===== src/rtl/rf_wb_arbiter.sv =====
// Writeback arbiter: shares two register-file write ports among NREQ producers with
// round-robin priority, same-destination conflict avoidance and silent absorption of r0 writes.
module rf_wb_arbiter #(
    parameter int unsigned NREQ = 4,
    parameter int unsigned AW   = 6,
    parameter int unsigned DW   = 32
) (
    input  logic               clk,
    input  logic               rstn,
    input  logic               stall,
    input  logic [NREQ-1:0]    req_valid,
    input  logic [NREQ*AW-1:0] req_addr,
    input  logic [NREQ*DW-1:0] req_data,
    output logic [NREQ-1:0]    req_ready,
    output logic               we1,
    output logic [AW-1:0]      aw1,
    output logic [DW-1:0]      wd1,
    output logic               we2,
    output logic [AW-1:0]      aw2,
    output logic [DW-1:0]      wd2,
    output logic               busy
);

    localparam int unsigned PW = (NREQ > 1) ? $clog2(NREQ) : 1;

    logic [PW-1:0]   ptr_q, ptr_d;
    logic            busy_q, busy_d;
    logic            we1_q, we1_d, we2_q, we2_d;
    logic [AW-1:0]   aw1_q, aw1_d, aw2_q, aw2_d;
    logic [DW-1:0]   wd1_q, wd1_d, wd2_q, wd2_d;

    logic [AW-1:0]   addr [NREQ];
    logic [DW-1:0]   data [NREQ];
    logic [NREQ-1:0] ready;
    logic            a_found, b_found;
    logic [PW-1:0]   a_idx, b_idx, idx, last_idx;

    function automatic logic [PW-1:0] wrap(input int unsigned v);
        int unsigned w;
        w = (v >= NREQ) ? v - NREQ : v;
        return w[PW-1:0];
    endfunction

    always_comb begin
        for (int unsigned i = 0; i < NREQ; i++) begin
            addr[i] = req_addr[i*AW +: AW];
            data[i] = req_data[i*DW +: DW];
        end
    end

    // Scan from ptr; r0 writes are accepted for free and never occupy a port slot.
    always_comb begin
        ready   = '0;
        a_found = 1'b0;
        b_found = 1'b0;
        a_idx   = '0;
        b_idx   = '0;
        idx     = '0;
        if (rstn && !stall) begin
            for (int unsigned k = 0; k < NREQ; k++) begin
                idx = wrap(32'(ptr_q) + k);
                if (req_valid[idx]) begin
                    if (addr[idx] == '0) begin
                        ready[idx] = 1'b1;
                    end else if (!a_found) begin
                        a_found    = 1'b1;
                        a_idx      = idx;
                        ready[idx] = 1'b1;
                    end else if (!b_found && addr[idx] != addr[a_idx]) begin
                        b_found    = 1'b1;
                        b_idx      = idx;
                        ready[idx] = 1'b1;
                    end
                end
            end
        end
    end

    always_comb begin
        last_idx = b_found ? b_idx : a_idx;
        ptr_d    = a_found ? wrap(32'(last_idx) + 32'd1) : ptr_q;
        busy_d   = stall ? busy_q : |(req_valid & ~ready);
        we1_d    = a_found;
        aw1_d    = a_found ? addr[a_idx] : '0;
        wd1_d    = a_found ? data[a_idx] : '0;
        we2_d    = b_found;
        aw2_d    = b_found ? addr[b_idx] : '0;
        wd2_d    = b_found ? data[b_idx] : '0;
    end

    always_ff @(posedge clk or negedge rstn) begin
        if (!rstn) begin
            ptr_q  <= '0;
            busy_q <= 1'b0;
            we1_q  <= 1'b0;
            aw1_q  <= '0;
            wd1_q  <= '0;
            we2_q  <= 1'b0;
            aw2_q  <= '0;
            wd2_q  <= '0;
        end else begin
            ptr_q  <= ptr_d;
            busy_q <= busy_d;
            we1_q  <= we1_d;
            aw1_q  <= aw1_d;
            wd1_q  <= wd1_d;
            we2_q  <= we2_d;
            aw2_q  <= aw2_d;
            wd2_q  <= wd2_d;
        end
    end

    assign req_ready = ready;
    assign we1       = we1_q;
    assign aw1       = aw1_q;
    assign wd1       = wd1_q;
    assign we2       = we2_q;
    assign aw2       = aw2_q;
    assign wd2       = wd2_q;
    assign busy      = busy_q;

endmodule


===== config.mk =====
export PLATFORM = sky130hd
export DESIGN_NAME = rf_wb_arbiter
export DESIGN_NICKNAME = d
export VERILOG_FILES = /design/src/rtl/rf_wb_arbiter.sv
export SDC_FILE = /design/constraint.sdc
export NUM_CORES = 1
export LEC_CHECK = 0
export CAP_MARGIN = 20
export CORE_UTILIZATION = 55
export CTS_CLUSTER_SIZE = 28
export DETAILED_ROUTE_END_ITERATION = 8
export DONT_BUFFER_PORTS = 1
export PLACE_DENSITY = 0.73
export REMOVE_ABC_BUFFERS = 1
export SLEW_MARGIN = 20
export SYNTH_ARGS = -nofsm -noshare
export SYNTH_HDL_FRONTEND = slang
export SYNTH_SLANG_ARGS = --single-unit

===== constraint.sdc =====
create_clock -name clk -period 13 [get_ports clk]
set_input_delay 1.3 -clock clk [delete_from_list [all_inputs] [get_ports clk]]
set_output_delay 1.3 -clock clk [all_outputs]
set_load 0.01 [all_outputs]

# Yosys cells after proc, flatten, opt, wreduce, memory -nomap -nowiden
# Index checks and enable logic that the tools add are counted.
dict set report totals {
  regBits 81
  inputBits 159
}
dict set report classes {
  add_sub_neg 9
  order_cmp 22
  n_eq_ne 3
  mux 132
  bitwise 14
  reduce_logical 17
}
# cell n
set ops {}
lappend ops {{32-bit two-way mux} 6}
lappend ops {{32-bit binary-select mux with 2-bit select} 2}
lappend ops {{6-bit two-way mux} 20}
lappend ops {{6-bit binary-select mux with 2-bit select} 9}
lappend ops {{2-bit two-way mux} 34}
lappend ops {{4-bit two-way mux} 17}
lappend ops {{3-bit >= comparator (second input constant)} 13}
lappend ops {{1-bit two-way mux} 36}
lappend ops {{2-bit NOT with 3-bit output} 9}
lappend ops {{6-bit zero test} 4}
lappend ops {{6-bit != test} 3}
lappend ops {{2-bit by 3-bit less-than comparator with 1-bit output (second input constant)} 4}
lappend ops {{4-bit OR} 3}
lappend ops {{2-bit by 1-bit subtractor with 2-bit output (second input constant)} 5}
lappend ops {{1-bit binary-select mux with 2-bit select} 4}
lappend ops {{1-bit demux with 2-bit select} 4}
lappend ops {{2-bit by 1-bit >= comparator with 1-bit output (second input constant)} 4}
lappend ops {{1-bit logical AND} 8}
lappend ops {{2-bit by 1-bit adder with 3-bit output (second input constant)} 2}
lappend ops {{2-bit by 2-bit adder with 3-bit output (second input constant)} 2}
lappend ops {{4-bit AND} 1}
lappend ops {{1-bit zero test} 4}
lappend ops {{4-bit NOT} 1}
lappend ops {{4-bit OR reduction} 1}
lappend ops {{2-bit by 3-bit >= comparator with 1-bit output (second input constant)} 1}

# Depth between registers and ports, before layout
# Gate-level depths: netlist (run 1).
dict set report logic_depth {
  ltp_word 40
  ltp_mapped 24
  ltp_nobuf 16
}

# Worst setup path before layout (run 1)
# OpenSTA, ideal clock, no wires.
dict set report synth_timing {
  kind {input-to-output}
  from {in req_addr[4]}
  to {out req_ready[3]}
  arrival_time_ns 4.478
  setup_slack_ns 7.222
  cell_stages 14
  n_path_buf 2
  path_cell_list {clkbuf_1 -> mux4_2 -> nor4_2 -> a21o_1 -> buf_4 -> nand2_2 -> or3_1 -> nand2_1 -> mux2_2 -> o2111ai_1 -> nor4_4 -> o31ai_1 -> nand2_1 -> nand3_1}
}
dict set report synth_via {
  elab_chain_len 32
  word_cells_on_any_way 83
}
# item line_no
set synth_rtl {}
lappend synth_rtl {{start, declared} 12} ;# input logic [NREQ*AW-1:0] req_addr,
lappend synth_rtl {{6-bit binary-select mux with 2-bit select} --}
lappend synth_rtl {{6-bit two-way mux (2 in series)} --}
lappend synth_rtl {{6-bit zero test} 63} ;# if (addr[idx] == '0) begin
lappend synth_rtl {{2-bit two-way mux} 63}
lappend synth_rtl {{2-bit two-way mux} 62} ;# if (req_valid[idx]) begin
lappend synth_rtl {{2-bit two-way mux} 59} ;# if (rstn && !stall) begin
lappend synth_rtl {{2-bit NOT with 3-bit output (not written as such)} 69} ;# end else if (!b_found && addr[idx] != addr[a_idx]) begin
lappend synth_rtl {{6-bit binary-select mux with 2-bit select} 69}
lappend synth_rtl {{[15 not listed]} --}
lappend synth_rtl {{1-bit two-way mux} 59}
lappend synth_rtl {{1-bit zero test} 69}
lappend synth_rtl {{1-bit logical AND} 69}
lappend synth_rtl {{4-bit two-way mux} 69}
lappend synth_rtl {{4-bit two-way mux} 65} ;# end else if (!a_found) begin
lappend synth_rtl {{4-bit two-way mux} 63}
lappend synth_rtl {{4-bit two-way mux *} 62}
lappend synth_rtl {{4-bit two-way mux *} 59}
lappend synth_rtl {{end, declared} 14} ;# output logic [NREQ-1:0] req_ready,
# Mark *: on every way between the ends. The rest lies on a longest branch, timed or not. The select of a mux whose other input is x is not followed.

# Worst setup path in the final report (run 1)
dict set report layout_timing {
  from {reg ptr_q[0]}
  to {out req_ready[0]}
}
dict set report layout_via {
  elab_chain_len 35
  word_cells_on_any_way 133
}
# item line_no
set layout_rtl {}
lappend layout_rtl {{start, declared} 26} ;# logic [PW-1:0] ptr_q, ptr_d;
lappend layout_rtl {{start signal, assigned} 102} ;# ptr_q <= ptr_d;
lappend layout_rtl {{2-bit by 3-bit >= comparator with 1-bit output / 2-bit by 1-bit subtractor with 2-bit output (equally long branches)} 40} ;# w = (v >= NREQ) ? v - NREQ : v;
lappend layout_rtl {{2-bit two-way mux} 40}
lappend layout_rtl {{2-bit NOT with 3-bit output} --}
lappend layout_rtl {{6-bit binary-select mux with 2-bit select} --}
lappend layout_rtl {{6-bit two-way mux (2 in series)} --}
lappend layout_rtl {{6-bit zero test} 63}
lappend layout_rtl {{2-bit two-way mux} 63}
lappend layout_rtl {{2-bit two-way mux} 62}
lappend layout_rtl {{[18 not listed]} --}
lappend layout_rtl {{1-bit two-way mux} 59}
lappend layout_rtl {{1-bit zero test} 69}
lappend layout_rtl {{1-bit logical AND} 69}
lappend layout_rtl {{4-bit two-way mux} 69}
lappend layout_rtl {{4-bit two-way mux} 65}
lappend layout_rtl {{4-bit two-way mux} 63}
lappend layout_rtl {{4-bit two-way mux *} 62}
lappend layout_rtl {{4-bit two-way mux *} 59}
# Marks and branches as above.

==> run summary, run 1 <==
After detailed routing, the number of vias per cell comes to 7.544. The total area inside the core boundary comes to 13350 um^2. The sum of buffers and inverters on the critical path is 3.

Synthesis handed over a netlist of 704 instances. Counting flops and latches in the post-synthesis netlist gives 81. The average wire length per cell after detail routing was 28.12 um; the total grt overflow was 0. Detailed routing inserted a total of 6284 vias. Timing would allow up to 131.2 MHz.

The number of H-tree levels came out at 3. The signal arrival time at the worst endpoint is 6320 ps. The top cell type's share of synthesized area works out to 26.66%. The netlist uses 79 different library cells. In this run the worst hold path is classified as in -> async. The net count of the finished layout is 815.

The die is 119.6 um wide. Average instance area after synthesis: 10.80 um^2. After clock tree synthesis, the clock-pin slew on the worst setup and hold paths is 60 ps. The signal on the critical path passes through buf_4 -> inv_2 -> ha_1 -> buf_4 -> mux4_2 -> nor2_1 -> a21o_1 -> nand2_2 -> or3_1 -> nand2_1 -> mux2_2 -> o2111ai_1 -> nor4_4 -> o31ai_1 -> nand2_1 -> nand3_1. For the post-CTS setup repair buffer count, the log shows 0.

The tools report the clock buffer count from CTS as 9. The clock reaches the later pin of the worst-skew pair after 340 ps. Global routing used 32.39% of the available tracks.

In this run, synthesis inferred 0 flip-flops with an integrated enable. The number of antenna violations at the first check in global routing was 0. In the synthesized netlist, the cells that appear most often are sky130_fd_sc_hd__mux2i_1, sky130_fd_sc_hd__dfrtp_1, sky130_fd_sc_hd__mux4_2. Of all cell types, the one taking the most synthesized area is sky130_fd_sc_hd__dfrtp_1. Compared with the post-synthesis result, the final layout area differs by 3.160%. The worst setup path is captured at an output pin. The run gives 0 as the count of hold buffers inserted by post-cts repair.

For the number of warnings issued by yosys, the log shows 0. Post-detailed-route count of antenna-violating nets: 0. For the worst setup path, the data required time is 11700 ps. The logs give 0.003194 uW for the static power due to leakage and 1104 for the final-layout fill cell count. TritonCTS built the clock tree.

The biggest fanout along the worst timing path was 69; the period utilization was 58.63%. For the number of primary I/O pins, the log shows 242. Input and output buffers added on the ports amount to 0. The largest clock skew in the final design is 6.516 ps, and the half-perimeter wire length of the detailed placement result is 16.48 mm. The first-pass GRT wire length is 35.55 mm, and the number of buffers on the longest clock path is 2. STA classifies the critical path startpoint as a flop. The run gives 5 as the number of optimization iterations in the first detailed-route pass. Dividing total power by cell area gives a power density of 310.0 nW/um^2. The number of design rule violations left after detail routing was 0. The highest-delay cell along the critical path is sky130_fd_sc_hd__buf_4. The tools report the count of maximum capacitance violations as 0. The logs give 0 ps for the setup total negative slack and 42 for the site row count. From bottom edge to top edge, the die measures 119.6 um.

For this run, asynchronously set or reset flops after synthesis account for 100.0%. The tools report the worst ir drop on vdd as 0.2212 mV. Setup violations remaining at the end of the flow were counted as 0. The root buffer cell chosen for the clock tree is sky130_fd_sc_hd__clkbuf_16. Counting every sink on the clock net gives 81. Among all flip-flop cells after synthesis, the most frequent one is sky130_fd_sc_hd__dfrtp_1. The routed design has 23.43 mm of wire. By area the synthesized netlist is led by sky130_fd_sc_hd__dfrtp_1, sky130_fd_sc_hd__mux4_2, sky130_fd_sc_hd__mux2i_1.

The tools report the number of hold violations in the final report as 0. The logs give 5079 um^2 for the area of the multi-input gates and 6231 for the via count of the first global-routing pass. The run gives 2028 um^2 as the sequential standard cell area. For the proportion of synthesized chip area in sequential cells, the log shows 26.66%. Critical path's top delay family: simple AND/OR/NAND/NOR gates. For the finished layout, the period the worst path requires is 7622 ps. Category of the most critical setup path: reg -> out.

The die covers 14300 um^2. The worst max-slew margin expressed relative to the limit is 42.45%. For the largest net degree at the start of global routing, the log shows 84. For the max-slew violation count, the log shows 0.

Setup repair after global routing left no endpoint under its margin. Cells with a size suffix above 1 make up 23.59% of the layout. On the worst path, the slowest cell contributes a delay of 650 ps. At the end of routability-driven placement, the weighted congestion stood at 0.9205. At the end of the flow the core is filled with cells to 58.76%. Once the floorplan was initialized, standard cells occupied 56.96% of the core. Leading cell type by number of instances after synthesis: sky130_fd_sc_hd__mux2i_1. After clock tree synthesis, the repair step resized 0 gates.

The slew at the pin closest to its max-slew limit is 863.3 ps, and the number of antenna repair diodes is 0. The run finished with clean final reports. The cell area after synthesis was 7602 um^2. After the first detailed-routing iteration, the DRC count stood at 651.
[cells by family (layout without fill, tap and decap cells)]
logic type               after synthesis  after routing  share of synthesized area (%)
adder cells (fa/ha/maj)                4              4                         0.6584
multiplexers                         168            168                          31.76
buffers and inverters                 93             46                          6.781
XOR/XNOR                              17             17                          1.958
AO/OA/AOI/OAI                        168            168                          19.31
flip-flops                            81             81                          26.66
AND/OR/NAND/NOR                      173            173                          12.87
[where the power goes]
| part | switching [uW] | internal, uW | total, uW |
|---|---|---|---|
| Clock | 102 | 174 | 276 |
| Sequential | 54.3 | 308 | 362 |
| Combinational | 1010 | 781 | 1790 |
| Total | 1170 | 1260 | 2430 |
[cells in the final DEF, fill, tap and decap left out, types with 8 or more instances in the layout]
master	n
sky130_fd_sc_hd__xor2_1	13
sky130_fd_sc_hd__o21ai_0	10
sky130_fd_sc_hd__mux4_2	55
sky130_fd_sc_hd__a31oi_1	12
sky130_fd_sc_hd__a21oi_1	23
sky130_fd_sc_hd__o22ai_2	30
sky130_fd_sc_hd__mux2i_1	104
sky130_fd_sc_hd__and2_1	41
sky130_fd_sc_hd__o22ai_1	8
sky130_fd_sc_hd__inv_1	17
sky130_fd_sc_hd__buf_4	9
sky130_fd_sc_hd__nand3_1	12
sky130_fd_sc_hd__nand2_1	31
sky130_fd_sc_hd__dfrtp_1	80
sky130_fd_sc_hd__nor2_1	31
sky130_fd_sc_hd__clkbuf_16	9
[worst paths after layout]
kind,from,endpoint,slack [ps],depth (start not counted)
max,ptr_q[0],req_ready[0],5380,16
min,rstn,wd1[22],650,0
max reg2reg,ptr_q[0],aw2[3],5790,20
min reg2reg,busy,busy,650,2
max in group asynchronous,rstn,ptr_q[0],12210,0
min in group clk,busy,busy,650,2
[registers in the layout (all words and copies together) (netlist names)]
register,count
aw1,6
aw2,6
busy,1
ptr_q,2
wd1,32
wd2,32
we1,1
we2,1
[area by class of cell]
cell class | count | area share, %
Clock buffer | 10 | 3.047
Clock inverter | 6 | 1.149
Inverter | 19 | 0.9094
Multi-Input combinational cell | 530 | 64.76
Sequential cell | 81 | 25.86
Tap cell | 176 | 2.808
Timing Repair Buffer | 11 | 1.468
[metal layers]
layer,track usage [%],share of wire [%],vias up
li1,-,-,2626
met1,39.62,37,3163
met2,53.29,49,416
met3,7.367,9.9,79
met4,17.19,4.8,0
met5,0,0,-
[worst reg2reg max path, delay by kind of cell (launching register included)]
| family | cells | cell delay, ps |
|---|---|---|
| buf+inv | 6 | 2510 |
| compound gates | 8 | 2120 |
| flops | 1 | 340 |
| fa+ha+maj | 1 | 610 |
| mux | 1 | 580 |
| simple gates | 4 | 940 |
[per-stage QoR]
step                cells  hold slack (ps)  area, um^2  worst slack (ps)  total power (uW)
floorplan             630            592.8        7158              3863              1853
global placement      815            639.8        7466              5934              2078
detailed placement    816            627.5        7493              5659              2128
CTS                   832            638.0        7823              5467              2413
global route          833            630.8        7843              4960              2565
finish                833            648.9        7843              5378              2432
Note: power is estimated with default switching activity, not from simulation.
==> inputs of run 2 (changes only) <==
PLACE_DENSITY = 0.76   (was 0.73)
clock period = 6.6 ns   (was 13 ns; I/O delays follow)
==> run 2 against run 1 <==
  * Sequential power increased by 99%
  * Power increased by 100%
  * Largest power group unchanged
  * Clock skew increased by 1.4 ps
  * Final cell count increased by 1.9%
  * Highest routed layer unchanged
  * Combinational power increased by 110%
  * Die area unchanged
  * Critical path depth decreased by 2
==> run summary, run 2 (synthesized netlist as in run 1, its figures left out) <==
The clock buffer count from CTS is 9 (unchanged). The run gives 0 (unchanged) as the count of hold buffers inserted by post-cts repair. The min-delay analysis places its worst path in the category in -> async. The logs give 7989 um^2 (+1.9%) for the post-layout instance area and 0 (unchanged) for the number of setup violations in the final report. The tools report the number of optimization iterations in the first detailed-route pass as 5 (unchanged). Horizontal extent of the die: 119.6 um (unchanged).

Leaving out fill and tap cells, the most frequent cells in the layout are sky130_fd_sc_hd__mux2i_1, sky130_fd_sc_hd__dfrtp_1, sky130_fd_sc_hd__mux4_2. In this design, the largest share of critical-path delay is due to compound AO/OA/AOI/OAI gates. The initial standard-cell utilization of the core is 56.96% (unchanged), and the period utilization is 87.36%. Number of antenna repair diodes: 0 (unchanged).

Sum of buffers and inverters on the critical path: 2 (-1). The vertical die dimension is 119.6 um (unchanged), and the worst ir drop on vdd is 0.2716 mV (+23%). The run finished with clean final reports.

The number of primary I/O pins was 242 (unchanged). The tools report the first-pass GRT wire length as 37.29 mm (+4.9%). The worst setup path is of the reg -> out kind. The largest net degree at the start of global routing is 84 (unchanged). TritonCTS built the clock tree.

The switching power of the nets is 2351 uW (+100%), and the placeable core region is 13350 um^2 (unchanged). Setup repair after global routing left no endpoint under its margin. The post-CTS setup repair buffer count came out at 0 (unchanged). The biggest fanout along the worst timing path was 68 (-1.4%); the total grt overflow was 0 (unchanged).

The layout net count was 831 (+2.0%). The smallest clock period supported by the final layout is computed as 5766 ps. Max-slew violation count: 0 (unchanged). Dominant cell type by count on the critical path: sky130_fd_sc_hd__buf_4. The number of cells after detailed placement was 832 (+2.0%). The tools report the largest clock skew in the final design as 7.916 ps (+1.400 ps). The tools report the cell chosen for the clock root as sky130_fd_sc_hd__clkbuf_16.

Based on the critical path, the design can be clocked at up to 173.4 MHz. The count of port buffers added during placement works out to 0 (unchanged). The slew at the pin closest to its max-slew limit was 848.0 ps (-15.31 ps); the clock insertion delay at the later pin of the skew report was 330 ps (about the same). For the internal power, the log shows 2615 uW (+110%). The number of buffers on the longest clock path is 2 (unchanged).

The worst setup path is captured at an output pin. The number of H-tree levels is 3 (unchanged), and the delay of the slowest cell on the worst path is 730 ps (+80 ps). The data required time of the worst path was 5940 ps (-5760 ps).

The number of vias after detailed routing is 6377 (+1.5%). The average wire length per cell after detail routing was 28.78 um (+2.3%); the via count of the first global-routing pass was 6584 (+5.7%). Relative to the synthesized area, the layout overhead comes to 5.086%.

The tools report the half-perimeter wire length of the detailed placement result as 17.53 mm (+6.4%). The logs give 849 (+1.9%) for the post-layout instance count excluding filler cells and 834.3 ps (-4544 ps) for the setup slack of the critical path after layout. The tools report the post-detailed-route count of antenna-violating nets as 0 (unchanged). The tools report the number of antenna violations at the first check in global routing as 0 (unchanged). The tools report the total track usage as 34.12% (+1.7 points). The sequential group share of total power is 14.5% (-0.4 points), and the quantity of gates resized following cts is 0 (unchanged). The post-place instance area came out at 7669 um^2 (+2.3%). The total number of clock tree sinks was 81 (unchanged); the average via count per standard cell was 7.511 (-0.43%). On the critical path, the stage with the largest delay is an instance of sky130_fd_sc_hd__mux4_1. The clock power share is 10.3% (-1.1 points).

The signal arrival time at the worst endpoint came out at 5110 ps (-1210 ps). Number of design-rule violations left by the first detailed-router iteration: 659 (+1.2%). The critical path goes through buf_4 -> mux4_1 -> or4_4 -> o21ai_4 -> o32ai_4 -> a221oi_2 -> nor3_1 -> o41ai_2 -> o221ai_1 -> nor4_4 -> o31ai_1 -> buf_4 -> nand2_1 -> nand3_1. The static power due to leakage was 0.003275 uW (+2.5%); the part of the power in combinational logic was 75.2% (+1.5 points). The worst setup timing slack at the placement stage was 1021 ps (-4639 ps). The site row count was 42 (unchanged); the clock slew seen by the registers of the worst setup and hold paths was 70 ps (about the same).

The worst setup path is launched from a flop. The logs give 4966 uW (+100%) for the total power draw and 0 (unchanged) for the number of design rule violations left after detail routing. The run gives 24.44 mm (+4.3%) as the aggregate routed wire length. The fraction of final layout cells with drive strength greater than 1 works out to 25.26% (+1.7 points).

The worst max-slew margin expressed relative to the limit is 43.47% (+1.0 points), and the power density over the cells is 621.6 nW/um^2 (+100%). The library cell used most frequently in the layout, excluding fill and tap cells, is sky130_fd_sc_hd__mux2i_1. Count of maximum capacitance violations: 0 (unchanged). The fraction of power spent switching nets came out at 47.34% (-0.72 points). The die area is 14300 um^2 (unchanged), and the routability congestion estimate from global placement is 0.9665 (+5.0%). The number of hold violations in the final report was 0 (unchanged).
[run 2: final cells by class]
cell class / count / area [um^2]
tap: 176 / 220.2
inverter: 19 / 71.32
clock buffer: 9 / 225.2
fill: 1066 / 5359
multi-input combinational: 530 / 5079
clock inverter: 7 / 85.08
sequential: 81 / 2028
timing repair buffer: 27 / 280.3
[run 2: final timing paths]
check,from,to,slack [ps],cells past startpoint
worst max-delay path,ptr_q[0],req_ready[1],830,14
worst max register to register,ptr_q[0],wd2[4],960,19
worst min-delay path,rstn,wd2[21],20,0
worst min register to register,busy,busy,640,2
min in group clk,req_valid[2],busy,520,2
max in group asynchronous,rstn,wd2[25],5920,1
[run 2: power by group through the flow]
stage / combinational [uW] / sequential [uW] / clock [uW]
2_1_floorplan: 2890 / 758 / 0
3_3_place_gp: 3600 / 725 / 0
3_5_place_dp: 3690 / 728 / 0
4_1_cts: 3710 / 719 / 517
5_1_grt: 3990 / 722 / 537
6_report: 3740 / 720 / 510
[run 2: through the flow]
| step | utilization, % | TNS [ps] | hold WS, ps |
|---|---|---|---|
| 2_1_floorplan | - | -190480 | 364.4 |
| 3_3_place_gp | 57.45 | 0 | 366.2 |
| 3_5_place_dp | 57.45 | 0 | 366.1 |
| 4_1_cts | 59.78 | 0 | 3.365 |
| 5_1_grt | 59.85 | 0 | 0.7545 |
| 6_report | 59.85 | 0 | 17.31 |
[run 2: routing by layer]
layer,GRT usage [%],part of all wire [%],vias up
met3,8.270,11,88
met4,20.23,5.7,0
li1,-,-,2666
met1,40.80,35,3162
met5,0,0,-
met2,55.85,48,461
